==> config.mk <==
export PLATFORM = sky130hd
export DESIGN_NAME = led_seq_monitor_flat
export DESIGN_NICKNAME = d
export VERILOG_FILES = /design/src/rtl/led_seq_monitor_if.sv /design/src/rtl/led_seq_monitor.sv /design/src/flat_wrapper.sv
export SDC_FILE = /design/constraint.sdc
export NUM_CORES = 1
export LEC_CHECK = 0
export ABC_AREA = 1
export CAP_MARGIN = 40
export CORE_AREA = 2 2 90 92
export CTS_CLUSTER_DIAMETER = 100
export DETAILED_ROUTE_END_ITERATION = 6
export DIE_AREA = 0 0 92 94
export GPL_ROUTABILITY_DRIVEN = 0
export SKIP_CTS_REPAIR_TIMING = 1
export SYNTH_ARGS = -nofsm -noshare
export SYNTH_HDL_FRONTEND = slang
export SYNTH_SLANG_ARGS = --single-unit
==> constraint.sdc <==
create_clock -name clk -period 9.1 [get_ports clk]
set_input_delay 0.91 -clock clk [delete_from_list [all_inputs] [get_ports clk]]
set_output_delay 0.91 -clock clk [all_outputs]
set_load 0.005 [all_outputs]
==> src/rtl/led_seq_monitor_if.sv <==
// LED bus and monitor status signals between the sequencer side and the monitor.
// The monitor takes the slave modport; benches and consumers take the master modport.
interface led_seq_monitor_if #(
  parameter int unsigned N     = 8,
  parameter int unsigned CNT_W = 8
);
  localparam int unsigned LW = $clog2(N + 1);

  logic [N-1:0]     led_in;
  logic [LW-1:0]    level;
  logic             dir;
  logic             locked;
  logic             code_err;
  logic             step_err;
  logic [CNT_W-1:0] cycle_cnt;

  modport master (
    output led_in,
    input  level, dir, locked, code_err, step_err, cycle_cnt
  );

  modport slave (
    input  led_in,
    output level, dir, locked, code_err, step_err, cycle_cnt
  );
endinterface

==> src/rtl/led_seq_monitor.sv <==
// Receive-side checker for the thermometer-coded LED fill/drain bus.
// It synchronises the bus, decodes the fill level, tracks direction, flags faults and counts cycles.
module led_seq_monitor #(
  parameter int unsigned N     = 8,
  parameter int unsigned CNT_W = 8
) (
  input  logic               clk,
  input  logic               rs,
  led_seq_monitor_if.slave   bus
);
  localparam int unsigned LW = $clog2(N + 1);

  typedef enum logic [1:0] {IDLE, SYNC, FILL, DRAIN} state_t;

  state_t           state, state_nxt;
  logic [N-1:0]     sync1, sync2, last;
  logic [LW-1:0]    level_q, level_nxt;
  logic             dir_q, dir_nxt;
  logic             locked_q;
  logic             code_err_q, code_err_nxt;
  logic             step_err_q, step_err_nxt;
  logic [CNT_W-1:0] cnt_q, cnt_nxt;

  logic             accept_c, legal_c, up_c, down_c, full_c, empty_c, reacq_c;
  logic [LW-1:0]    code_lvl_c;

  // Decode the synchronised bus: an LSB-justified run of ones has no carry overlap with itself+1.
  always_comb begin
    accept_c   = (sync2 != last);
    legal_c    = ((sync2 & (sync2 + N'(1))) == '0);
    code_lvl_c = '0;
    for (int i = 0; i < N; i++) begin
      code_lvl_c = code_lvl_c + LW'(sync2[i]);
    end
    up_c    = ((LW+1)'(code_lvl_c) == (LW+1)'(level_q) + (LW+1)'(1));
    down_c  = ((LW+1)'(code_lvl_c) + (LW+1)'(1) == (LW+1)'(level_q));
    full_c  = (code_lvl_c == LW'(N));
    empty_c = (code_lvl_c == '0);
  end

  // Next-state and next-output logic; only accepted samples move anything.
  always_comb begin
    state_nxt    = state;
    level_nxt    = level_q;
    dir_nxt      = dir_q;
    code_err_nxt = 1'b0;
    step_err_nxt = 1'b0;
    cnt_nxt      = cnt_q;
    reacq_c      = 1'b0;

    if (accept_c) begin
      if (!legal_c) begin
        code_err_nxt = 1'b1;
        state_nxt    = IDLE;
      end else begin
        level_nxt = code_lvl_c;
        unique case (state)
          IDLE: reacq_c = 1'b1;
          SYNC: begin
            if (up_c) begin
              state_nxt = full_c ? DRAIN : FILL;
              dir_nxt   = !full_c;
            end else if (down_c) begin
              state_nxt = empty_c ? FILL : DRAIN;
              dir_nxt   = empty_c;
            end
          end
          FILL: begin
            if (up_c) begin
              if (full_c) begin
                state_nxt = DRAIN;
                dir_nxt   = 1'b0;
              end
            end else begin
              step_err_nxt = 1'b1;
              reacq_c      = 1'b1;
            end
          end
          DRAIN: begin
            if (down_c) begin
              if (empty_c) begin
                state_nxt = FILL;
                dir_nxt   = 1'b1;
                cnt_nxt   = cnt_q + CNT_W'(1);
              end
            end else begin
              step_err_nxt = 1'b1;
              reacq_c      = 1'b1;
            end
          end
        endcase

        // Re-acquisition: the end stops lock immediately, anything in between needs a step.
        if (reacq_c) begin
          if (empty_c) begin
            state_nxt = FILL;
            dir_nxt   = 1'b1;
          end else if (full_c) begin
            state_nxt = DRAIN;
            dir_nxt   = 1'b0;
          end else begin
            state_nxt = SYNC;
          end
        end
      end
    end
  end

  always_ff @(posedge clk or negedge rs) begin
    if (!rs) state <= IDLE;
    else     state <= state_nxt;
  end

  // Two-flop synchroniser, last-accepted register and registered outputs.
  always_ff @(posedge clk or negedge rs) begin
    if (!rs) begin
      sync1      <= '0;
      sync2      <= '0;
      last       <= '0;
      level_q    <= '0;
      dir_q      <= 1'b0;
      locked_q   <= 1'b0;
      code_err_q <= 1'b0;
      step_err_q <= 1'b0;
      cnt_q      <= '0;
    end else begin
      sync1      <= bus.led_in;
      sync2      <= sync1;
      if (accept_c) last <= sync2;
      level_q    <= level_nxt;
      dir_q      <= dir_nxt;
      locked_q   <= (state_nxt == FILL) || (state_nxt == DRAIN);
      code_err_q <= code_err_nxt;
      step_err_q <= step_err_nxt;
      cnt_q      <= cnt_nxt;
    end
  end

  assign bus.level     = level_q;
  assign bus.dir       = dir_q;
  assign bus.locked    = locked_q;
  assign bus.code_err  = code_err_q;
  assign bus.step_err  = step_err_q;
  assign bus.cycle_cnt = cnt_q;
endmodule

==> src/flat_wrapper.sv <==
// flat-port wrapper written by rule: the top's interface ports become plain ports
module led_seq_monitor_flat 
#(
  parameter int unsigned N     = 8,
  parameter int unsigned CNT_W = 8
)
  (clk, rs, bus_led_in, bus_level, bus_dir, bus_locked, bus_code_err, bus_step_err, bus_cycle_cnt);
  led_seq_monitor_if #(.N(N), .CNT_W(CNT_W)) bus_i ();
  input  logic clk;
  input  logic rs;
  input wire logic [$bits(bus_i.led_in)-1:0] bus_led_in;
  output wire logic [$bits(bus_i.level)-1:0] bus_level;
  output wire logic [$bits(bus_i.dir)-1:0] bus_dir;
  output wire logic [$bits(bus_i.locked)-1:0] bus_locked;
  output wire logic [$bits(bus_i.code_err)-1:0] bus_code_err;
  output wire logic [$bits(bus_i.step_err)-1:0] bus_step_err;
  output wire logic [$bits(bus_i.cycle_cnt)-1:0] bus_cycle_cnt;
  assign bus_i.led_in = bus_led_in;
  assign bus_level = bus_i.level;
  assign bus_dir = bus_i.dir;
  assign bus_locked = bus_i.locked;
  assign bus_code_err = bus_i.code_err;
  assign bus_step_err = bus_i.step_err;
  assign bus_cycle_cnt = bus_i.cycle_cnt;
  led_seq_monitor #(.N(N), .CNT_W(CNT_W)) u_core (.clk(clk), .rs(rs), .bus(bus_i));
endmodule
; ---- After elaboration in Yosys (flattened, before gate mapping)
; Cells that the tools add are included.
[word_totals]
register_bits = 42
wordCells = 72
[op_classes]
add_sub_neg = 11
eq_ne = 9
mux = 34
bitwise_logic = 1
n_reduce_logical = 7
[ops]
columns = op, n
row1 = 4-bit by 1-bit adder with 4-bit output, 6
row2 = 2-bit 2-to-1 mux, 11
row3 = 1-bit 2-to-1 mux, 19
row4 = "8-bit by 1-bit adder with 8-bit output, second input constant", 2
row5 = "4-bit by 1-bit adder with 5-bit output, second input constant", 2
row6 = 8-bit AND, 1
row7 = "2-bit == test, second input constant", 4
row8 = 8-bit logical NOT, 1
row9 = 8-bit != test, 1
row10 = 1-bit one-hot mux with 3 select lines, 2
row11 = 2-bit one-hot mux with 3 select lines, 1
row12 = 4-bit by 5-bit == test with 1-bit output, 1
row13 = 5-bit by 4-bit == test with 1-bit output, 1
row14 = 5-bit AND reduction, 1
row15 = "4-bit == test, second input constant", 1
row16 = 4-bit logical NOT, 1
row17 = 1-bit by 1-bit adder with 2-bit output, 1
row18 = "2-bit by 1-bit == test with 1-bit output, second input constant", 1
row19 = 2-bit logical NOT, 1
row20 = 1-bit one-hot mux with 2 select lines, 1
row21 = 2-bit AND reduction, 1
row22 = 1-bit logical NOT, 1
row23 = 1-bit logical OR, 1

; ---- Longest topological paths before layout
; Gate-level depths: netlist (run 1).
[logic_depth]
depth_word = 18
ltp_mapped = 22
ltp_nobuf = 22

; ---- Least setup slack after synthesis (run 1)
; No wires, ideal clock.
[synth_path]
path_type = register -> register
startpoint = reg u_core.sync2[0]
endpoint = reg u_core.cnt_q[6], in the netlist u_core.bus.cycle_cnt[6]
setup_time_ns = 0.122
arrival_time_ns = 3.972
t_required_ns = 8.978
slack_ns = 5.006
stages_incl_launch_ff = 17
n_path_buf = 0
path_cell_list = dfrtp_1 inv_1 ha_1 fa_1 fa_1 fa_1 fa_1 inv_1 ha_1 xor2_1 nor2_1 nand2_2 nor2_4 nand4_4 nor2_4 nand3_2 xor2_1
[synth_between]
elab_chain_len = 10
word_cells_on_any_way = 15
cone_classes = 9 x add/sub / 2 x eq/ne / 1 x bitwise / 3 x reduce/logical
[synth_lines]
columns = element, line_no
row1 = start: declaration, led_seq_monitor.sv:16  ; logic [N-1:0] sync1, sync2, last;
row2 = start signal: assignment, led_seq_monitor.sv:128  ; sync2 <= sync1;
row3 = 1-bit by 1-bit adder with 2-bit output *, led_seq_monitor.sv:33  ; code_lvl_c = code_lvl_c + LW'(sync2[i]);
row4 = 4-bit by 1-bit adder with 4-bit output * (6 in series), led_seq_monitor.sv:33
row5 = net u_core.code_lvl_c[1], led_seq_monitor.sv:25  ; logic [LW-1:0] code_lvl_c;
row6 = 4-bit by 1-bit adder with 5-bit output, led_seq_monitor.sv:36  ; down_c = ((LW+1)'(code_lvl_c) + (LW+1)'(1) == (LW+1)'(level_q));
row7 = 5-bit by 4-bit == test with 1-bit output, led_seq_monitor.sv:36
row8 = 5-bit AND reduction (no source line) *, n/a
row9 = end signal: assignment, led_seq_monitor.sv:135  ; cnt_q <= cnt_nxt;
row10 = end: declaration, led_seq_monitor.sv:22  ; logic [CNT_W-1:0] cnt_q, cnt_nxt;
; Mark *: on every way through the listed nets, which the timed path passes. The rest lies on a longest branch.
; A chain may end at the register's enable or synchronous reset.

; ---- Worst setup path after layout (run 1)
; Same ends and word-level chain as after synthesis.

==> results of run 1 <==
state kept, by name, summed over array words and instances (netlist names):
name / flops
u_core.last: 8
u_core.bus.step_err: 1
u_core.bus.cycle_cnt: 8
u_core.bus.dir: 1
u_core.state: 2
u_core.bus.level: 4
u_core.bus.locked: 1
u_core.sync1: 8
u_core.bus.code_err: 1
u_core.sync2: 8
final timing paths:
kind                                 start                       to  cells after the start
max                        u_core.sync2[0]  u_core.bus.cycle_cnt[6]                     16
min                        u_core.sync1[0]          u_core.sync2[0]                      0
max reg2reg                u_core.sync2[0]  u_core.bus.cycle_cnt[6]                     16
min reg2reg                u_core.sync1[0]          u_core.sync2[0]                      0
max in group asynchronous               rs           u_core.bus.dir                      2
min in group asynchronous               rs          u_core.sync2[7]                      1
through the flow:
| step | setup WS [ns] | power, mW | std cells | utilization [%] | area [µm²] |
|---|---|---|---|---|---|
| after floorplan | 5.01 | 0.371 | 244 | - | 2250 |
| after global placement | 4.87 | 0.420 | 361 | 33.9 | 2580 |
| after detailed placement | 4.77 | 0.423 | 362 | 34.2 | 2600 |
| after CTS | 4.75 | 0.577 | 370 | 35.7 | 2710 |
| after global routing | 4.49 | 0.614 | 370 | 35.7 | 2710 |
| final | 4.78 | 0.568 | 370 | 35.7 | 2710 |
cells in the final DEF (no fill, tap or decap), types with 3 or more instances in the layout:
master and count:
inv_2 3, inv_1 31, nand3_1 18, fa_1 4
clkbuf_8 5, nand4_1 3, nand3_2 3, or2_2 3
o21ai_0 8, ha_1 8, a21oi_1 5, clkdlybuf4s50_1 24
nor2_4 3, xnor2_1 3, nor2_1 10, nand2_1 46
nand2_2 12, xor2_1 14, dfrtp_1 42
critical path, stage by stage (launching register included):
cell and delay, ns:
dfrtp_1 0.39, inv_1 0.08, ha_1 0.31, fa_1 0.51, fa_1 0.43, fa_1 0.42
fa_1 0.59, inv_1 0.06, ha_1 0.30, xor2_1 0.16, nor2_1 0.12, nand2_2 0.08
nor2_4 0.18, nand4_4 0.13, nor2_4 0.22, nand3_2 0.09, xor2_1 0.15
final cells by class:
| cell class | count | area (µm²) |
|---|---|---|
| fill | 777 | 4890 |
| sequential | 42 | 1050 |
| multi-input combinational | 158 | 1030 |
| timing repair buffer | 26 | 265 |
| inverter | 34 | 128 |
| tap | 102 | 128 |
| clock buffer | 5 | 68.8 |
| clock inverter | 3 | 45.0 |
per-layer routing:
| metal | share of wire (%) | vias up | routed length (µm) | GRT usage, % |
|---|---|---|---|---|
| met3 | 3.8 | 13 | 153 | 2.97 |
| met1 | 47 | 716 | 1870 | 12.6 |
| met2 | 46 | 30 | 1820 | 17.4 |
| met4 | 3.6 | 0 | 145 | 6.09 |
| met5 | 0 | - | 0 | 0 |
| li1 | - | 810 | - | - |
cells by family after synthesis:
family                   after synthesis  synth area share, %
adder cells (fa/ha/maj)               12                 8.00
AND/OR/NAND/NOR                      109                 25.9
AO/OA/AOI/OAI                         20                 5.16
buffers and inverters                 44                 7.72
flip-flops                            42                 46.6
XOR/XNOR                              17                 6.61
power by group through the flow:
stage          Clock [mW]  Sequential (mW)  Combinational, mW
2_1_floorplan           0            0.218              0.153
3_3_place_gp            0            0.225              0.194
3_5_place_dp            0            0.226              0.197
4_1_cts             0.156            0.222              0.199
5_1_grt             0.164            0.225              0.226
6_report            0.150            0.222              0.196
==> flow_metrics.tcl, run 1 <==
set metrics [dict create \
    status "complete, no violations" \
    cts_max_level 2 \
    synth_cell_types 33 \
    maxSlewViolCount 0 \
    synth_top_area_share_pct 46.6 \
    wl_per_cell_um 10.8 \
    die_h_um 94 \
    pwr-share-comb_pct 34.4 \
    hpwl_mm 3.02 \
    fmax_mhz 231 \
    tightest_slew_ns 0.402 \
    antenna_found_initial 0 \
    initialDrtViolationCount 67 \
    ant_nets 0 \
    whs_ns 0.346 \
    hold_viol_final 0 \
    cts.clk_slew.worst_paths_ns 0.09 \
    synth_common_cells "nand2_1 (46), dfrtp_1 (42), inv_1 (31)" \
    clock_path_buffers 2 \
    crit_arrival_ns 4.51 \
    layout-drive-gt1-share_pct 15.7 \
    drt-pass1-iter-count 4 \
    ys_seq_area_share_pct 46.6 \
    vdd_ir_drop_max_mv 0.103 \
    syn_area_mm2 0.00225 \
    intPower_uw 368 \
    p_seq_share_pct 39.1 \
    fin_nets 289 \
    rrSetupSlack_ns 4.78 \
    fin_crit_sh_pct 47.5 \
    yosys.area.top_type "dfrtp_1" \
    synth_warnings 0 \
    p_sw_share_pct 35.2 \
    fp-row-count 32 \
    synth_top_flop_cell "dfrtp_1" \
    avgSynthCellArea_um2 9.24 \
    syn_inst 244 \
    slew_headroom_pct 72.9 \
    grt_pass1_vias 1628 \
    synth_nets 266 \
    numPortBuffers 25 \
    post-route-drc-count 0 \
    clock-sinks 42 \
    rsz0062_at_grt "false" \
    initial_core_util_pct 29.6 \
    cellPowerDensity_mw_per_mm2 209 \
    cts-root-buf "clkbuf_8" \
    antenna_cells 0 \
    hold_class "register to register" \
    critPathLaunchType "register" \
    dieArea_mm2 0.00865 \
    synth_area_leaders "dfrtp_1 (47%), nand2_1 (7.7%), xor2_1 (5.4%)" \
    num_vias 1569 \
    coreArea_mm2 0.00761 \
    fin_setup_tns_ns 0 \
    path_class "register to register" \
    p_leak_nw 1.24 \
    cp.required_ns 9.29 \
    async_reset_ff_share_pct 100 \
    period_needed_ns 4.32 \
    die_x_um 92 \
    wl_mm 3.98 \
    track_usage_pct 10.7 \
    grt-ovfl-total 0 \
    cts_buffers 5 \
    synth_most_common_cell "nand2_1" \
    grt_max_degree 37 \
    power.share.clock_pct 26.5 \
    area_growth_pct 20.4 \
    io_pins 26 \
    routed_via_density 4.24 \
    cts_tree "done" \
    grt_pass1_wl_mm 7.25 \
    ys_ff_latch 42 \
    synth_edf_count 0 \
    clkLatencyLatePin_ns 0.30 \
    setup_viol 0 \
    power_switching_uw 200 \
    skew_ns 0.00590 \
    end_kind "register" \
    maxCapViolCount 0 \
    crit_fanout 6 \
]
(Power assumes the default switching activity.)
==> run 2: changes to the inputs <==
==> constraint.sdc (replaced) <==
create_clock -name clk -period 4 [get_ports clk]
set_input_delay 0.4 -clock clk [delete_from_list [all_inputs] [get_ports clk]]
set_output_delay 0.4 -clock clk [all_outputs]
set_load 0.005 [all_outputs]
==> flow_metrics.tcl, run 2 (synthesis results as in run 1) <==
set metrics [dict create \
    cts-root-buf "clkbuf_8" \
    dieArea_mm2 0.00865 \
    maxCapViolCount 0 \
    power_switching_uw 463 \
    multi_input_comb_area_mm2 0.00107 \
    wl_mm 4.00 \
    crit_fanout 5 \
    io_pins 26 \
    initial_core_util_pct 29.6 \
    placed_area_mm2 0.00266 \
    final_cell_mix "nand2_1 (45), dfrtp_1 (42), inv_1 (29), clkdlybuf4s50_1 (24), nand3_1 (18)" \
    slew_headroom_pct 74.8 \
    intPower_uw 819 \
    reg2reg_to "u_core.bus.cycle_cnt[0]" \
    r2r_start "u_core.sync2[0]" \
    area_growth_pct 24.4 \
    end_kind "register" \
    reg2reg_depth 16 \
    nFillCells 784 \
    antenna_found_initial 0 \
    numPortBuffers 25 \
    period_needed_ns 4.12 \
    post-route-drc-count 0 \
    layout-drive-gt1-share_pct 20.6 \
    crit_arrival_ns 4.33 \
    cts_buffers 5 \
    grt-ovfl-total 0 \
    setup_ws_ns -0.116 \
    fin_nets 298 \
    die_x_um 92 \
    hold_start "u_core.sync1[7]" \
    status "finished with violations" \
    power.share.clock_pct 22.5 \
    fp-row-count 32 \
    fin_crit_sh_pct 103 \
    clock_path_buffers 2 \
    p_seq_share_pct 39.3 \
    whs_ns 0.338 \
    clkLatencyLatePin_ns 0.29 \
    clock-sinks 42 \
    maxSlewViolCount 0 \
    path_class "register to register" \
    violations "setup timing" \
    pwr-share-comb_pct 38.2 \
    worstHoldPathCells 0 \
    cp.required_ns 4.21 \
    wl_per_cell_um 10.6 \
    whs_endpoint "u_core.sync2[7]" \
    hold_viol_final 0 \
    cts_tree "done" \
    regArea_mm2 0.00105 \
    ant_nets 0 \
    critPathLaunchType "register" \
    p_sw_share_pct 36.1 \
    die_h_um 94 \
    skew_ns 0.0113 \
    finalInstanceArea_mm2 0.00280 \
    p_leak_nw 1.28 \
    rrSetupSlack_ns -0.12 \
    track_usage_pct 10.4 \
    hold_class "register to register" \
    num_vias 1606 \
    setup_viol 9 \
    rsz0062_at_grt "true" \
    vdd_ir_drop_max_mv 0.180 \
    grt_pass1_wl_mm 7.13 \
    grt_max_degree 32 \
    hpwl_mm 3.12 \
    initialDrtViolationCount 78 \
    coreArea_mm2 0.00761 \
    fmax_mhz 243 \
    routed_via_density 4.24 \
    drt-pass1-iter-count 4 \
    tightest_slew_ns 0.374 \
    cts.clk_slew.worst_paths_ns 0.09 \
    grt_pass1_vias 1564 \
    cts_max_level 2 \
    antenna_cells 0 \
    cellPowerDensity_mw_per_mm2 457 \
    layout_commonest_cell "nand2_1" \
]
-- run 2: changes by cell type in the layout (fill, tap and decap cells not counted), sizes merged --
cell	change
buf	+8
bufinv	-1
clkbuf	+1
clkinv	+1
clkinvlp	-1
dlygate4sd3	+1
-- run 2: worst max path at each step --
stage | from | endpoint | slack (ns)
floorplan | u_core.sync2[0] | u_core.bus.cycle_cnt[6] | -0.02
global placement | u_core.sync2[0] | u_core.bus.cycle_cnt[6] | -0.001
detailed placement | u_core.sync2[0] | u_core.bus.cycle_cnt[6] | -0.05
CTS | u_core.sync2[0] | u_core.bus.cycle_cnt[6] | -0.06
global route | u_core.sync2[0] | u_core.bus.cycle_cnt[0] | -0.27
finish | u_core.sync2[0] | u_core.bus.cycle_cnt[0] | -0.12
-- run 2: final cells by class --
type,instances,area share (%)
clock buffers,6,2.95
clock inverters,2,0.446
inverters,34,4.55
multi-input cells,158,38.0
flip-flops and latches,42,37.5
well taps,102,4.55
repair buffers,35,12.0
-- run 2: critical path: stages (launching register included) --
cell     delay, ns
dfrtp_1       0.39
inv_2         0.09
ha_4          0.20
fa_1          0.56
fa_1          0.45
fa_2          0.39
fa_1          0.52
inv_2         0.05
ha_4          0.20
xor2_1        0.15
nor2_1        0.13
nand2_2       0.08
nor2_4        0.18
nand4_4       0.15
nor2_4        0.19
buf_4         0.14
xor2_1        0.15
-- run 2: per-layer routing --
| layer | GRT usage, % | wire, µm |
|---|---|---|
| met4 | 3.73 | 30 |
| met5 | 0 | 0 |
| met3 | 2.81 | 151 |
| met1 | 13.3 | 1910 |
| met2 | 16.9 | 1910 |
-- run 2: through the flow --
step	total power, mW	std cells	TNS [ns]	utilization, %	worst slack (ns)
after detailed placement	0.983	368	-0.277	35.0	-0.0548
final	1.28	379	-0.580	36.8	-0.116
after global routing	1.39	379	-2.51	36.8	-0.271
after floorplan	0.845	244	-0.0483	-	-0.0177
after global placement	0.974	367	-0.00164	34.7	-0.00125
after CTS	1.28	376	-0.328	36.2	-0.0616
-- run 2: power groups by stage --
stage                     Sequential, mW  Clock [mW]  Combinational, mW
after global routing               0.512       0.322              0.554
after detailed placement           0.513           0              0.470
after floorplan                    0.497           0              0.348
after CTS                          0.504       0.301              0.472
final                              0.504       0.289              0.489
after global placement             0.513           0              0.461
==> run 3: changes to the inputs <==
--- a/config.mk
+++ b/config.mk
@@ -7,10 +7,10 @@
 export LEC_CHECK = 0
 export ABC_AREA = 1
 export CAP_MARGIN = 40
-export CORE_AREA = 2 2 90 92
+export CORE_AREA = 2 2 79 81
 export CTS_CLUSTER_DIAMETER = 100
 export DETAILED_ROUTE_END_ITERATION = 6
-export DIE_AREA = 0 0 92 94
+export DIE_AREA = 0 0 81 83
 export GPL_ROUTABILITY_DRIVEN = 0
 export SKIP_CTS_REPAIR_TIMING = 1
 export SYNTH_ARGS = -nofsm -noshare
==> flow_metrics.tcl, run 3 (synthesis results as in run 1) <==
set metrics [dict create \
    wl_met2_mm 2.00 \
    antenna_found_initial 0 \
    initial_core_util_pct 38.7 \
    vdd_ir_drop_max_mv 0.261 \
    status "finished with violations" \
    hold_viol_final 0 \
    maxCapViolCount 0 \
    wl_per_cell_um 11.7 \
    routed_via_density 4.64 \
    grt_max_degree 29 \
    coreArea_mm2 0.00582 \
    dieArea_mm2 0.00672 \
    cp.required_ns 4.18 \
    end_kind "register" \
    cts_buffers 5 \
    layout-drive-gt1-share_pct 19.6 \
    rsz0062_at_grt "true" \
    cp_slowest_cell "fa_1" \
    cts.clk_slew.worst_paths_ns 0.08 \
    power_switching_uw 458 \
    final_util_pct 47.9 \
    cts_max_level 2 \
    pwr-share-comb_pct 34.2 \
    grt_pass1_vias 1581 \
    wl_met3_um 151 \
    p_seq_share_pct 36.2 \
    cp.depth 16 \
    fin_setup_tns_ns -0.362 \
    fmax_mhz 245 \
    fin_crit_sh_pct 102 \
    p_sw_share_pct 32.8 \
    io_pins 26 \
    initialDrtViolationCount 71 \
    p_leak_nw 1.29 \
    maxSlewViolCount 0 \
    clkLatencyLatePin_ns 0.29 \
    crit_family "adder cells" \
    cts-root-buf "clkbuf_8" \
    cts_tree "done" \
    drt-met1-wl_mm 1.89 \
    tightest_slew_ns 0.374 \
    critPathLaunchType "register" \
    drt-pass1-iter-count 4 \
    setup_ws_ns -0.0752 \
    slew_headroom_pct 74.8 \
    path_class "register to register" \
    clock-sinks 42 \
    numPortBuffers 25 \
    cp_slowest_stage_delay_ns 0.56 \
    num_vias 1625 \
    crit_fanout 6 \
    fin_nets 296 \
    top_layer_used "met4" \
    die_x_um 81 \
    cp-startpoint "u_core.sync2[0]" \
    area_growth_pct 23.7 \
    worst-path-buf-inv 2 \
    track_usage_pct 13.6 \
    placed_area_mm2 0.00263 \
    rrSetupSlack_ns -0.08 \
    reg2reg_to "u_core.bus.cycle_cnt[5]" \
    r2r_start "u_core.sync2[0]" \
    post-route-drc-count 0 \
    cellPowerDensity_mw_per_mm2 501 \
    endpoint "u_core.bus.cycle_cnt[5]" \
    ant_nets 0 \
    final_cell_mix "nand2_1 (45), dfrtp_1 (42), inv_1 (30), clkdlybuf4s50_1 (24), nand3_1 (18)" \
    layout_commonest_cell "nand2_1" \
    antenna_cells 0 \
    crit_arrival_ns 4.26 \
    wl_mm 4.10 \
    finalInstanceArea_mm2 0.00279 \
    hpwl_mm 3.08 \
    path_cells "inv_2 > ha_4 > fa_1 > fa_1 > fa_2 > fa_1 > inv_1 > ha_1 > xor2_1 > nor2_1 > nand2_2 > nor2_4 > nand4_4 > nor2_4 > nand2_1 > xor2_1" \
    power.share.clock_pct 29.6 \
    whs_ns 0.0131 \
    clock_path_buffers 2 \
    reg2reg_depth 16 \
    period_needed_ns 4.08 \
    violations "setup timing" \
    intPower_uw 938 \
    fp-row-count 28 \
    hold_class "primary input to async pin" \
    die_h_um 83 \
    setup_viol 8 \
    crit_top_cell "fa_1" \
    grt-ovfl-total 0 \
    grt_pass1_wl_mm 7.11 \
    skew_ns 0.00265 \
]
[run 3: changes by cell type in the layout (fill, tap and decap cells not counted), sizes merged]
cell	delta
clkinv	-1
buf	-1
bufinv	+2
clkinvlp	-1
dlygate4sd3	-1
[run 3: worst min path at each step]
stage | startpoint | slack [ns] | end
finish | rs | 0.01 | u_core.sync1[6]
global placement | u_core.sync1[3] | 0.33 | u_core.sync2[3]
detailed placement | u_core.sync1[1] | 0.33 | u_core.sync2[1]
global route | rs | 0.02 | u_core.sync2[1]
floorplan | rs | 0.10 | u_core.bus.code_err
CTS | rs | 0.02 | u_core.sync1[6]
[run 3: metrics by stage]
step | total power [mW] | cells | setup slack (ns)
3_3_place_gp | 0.974 | 340 | 0.00222
6_report | 1.40 | 350 | -0.0752
5_1_grt | 1.49 | 350 | -0.311
2_1_floorplan | 0.845 | 244 | -0.0177
3_5_place_dp | 0.985 | 341 | -0.0550
4_1_cts | 1.41 | 349 | -0.0871
[run 3: area by class of cell]
type	count	area [µm²]
Clock inverter	2	60.1
Clock buffer	6	82.6
Sequential cell	42	1050
Inverter	34	128
Multi-Input combinational cell	158	1050
Tap cell	75	93.8
Timing Repair Buffer	33	318
Fill cell	583	3030
[run 3: per-layer routing]
| layer | vias to the layer above | track usage [%] |
|---|---|---|
| li1 | 817 | - |
| met1 | 770 | 18.8 |
| met2 | 34 | 20.7 |
| met3 | 4 | 2.17 |
| met4 | 0 | 6.47 |
| met5 | - | 0 |
[run 3: power groups by stage]
stage	Clock [mW]	Sequential, mW	Combinational, mW
2_1_floorplan	0	0.497	0.348
5_1_grt	0.443	0.513	0.536
4_1_cts	0.427	0.505	0.474
6_report	0.414	0.505	0.477
3_3_place_gp	0	0.513	0.462
3_5_place_dp	0	0.514	0.471
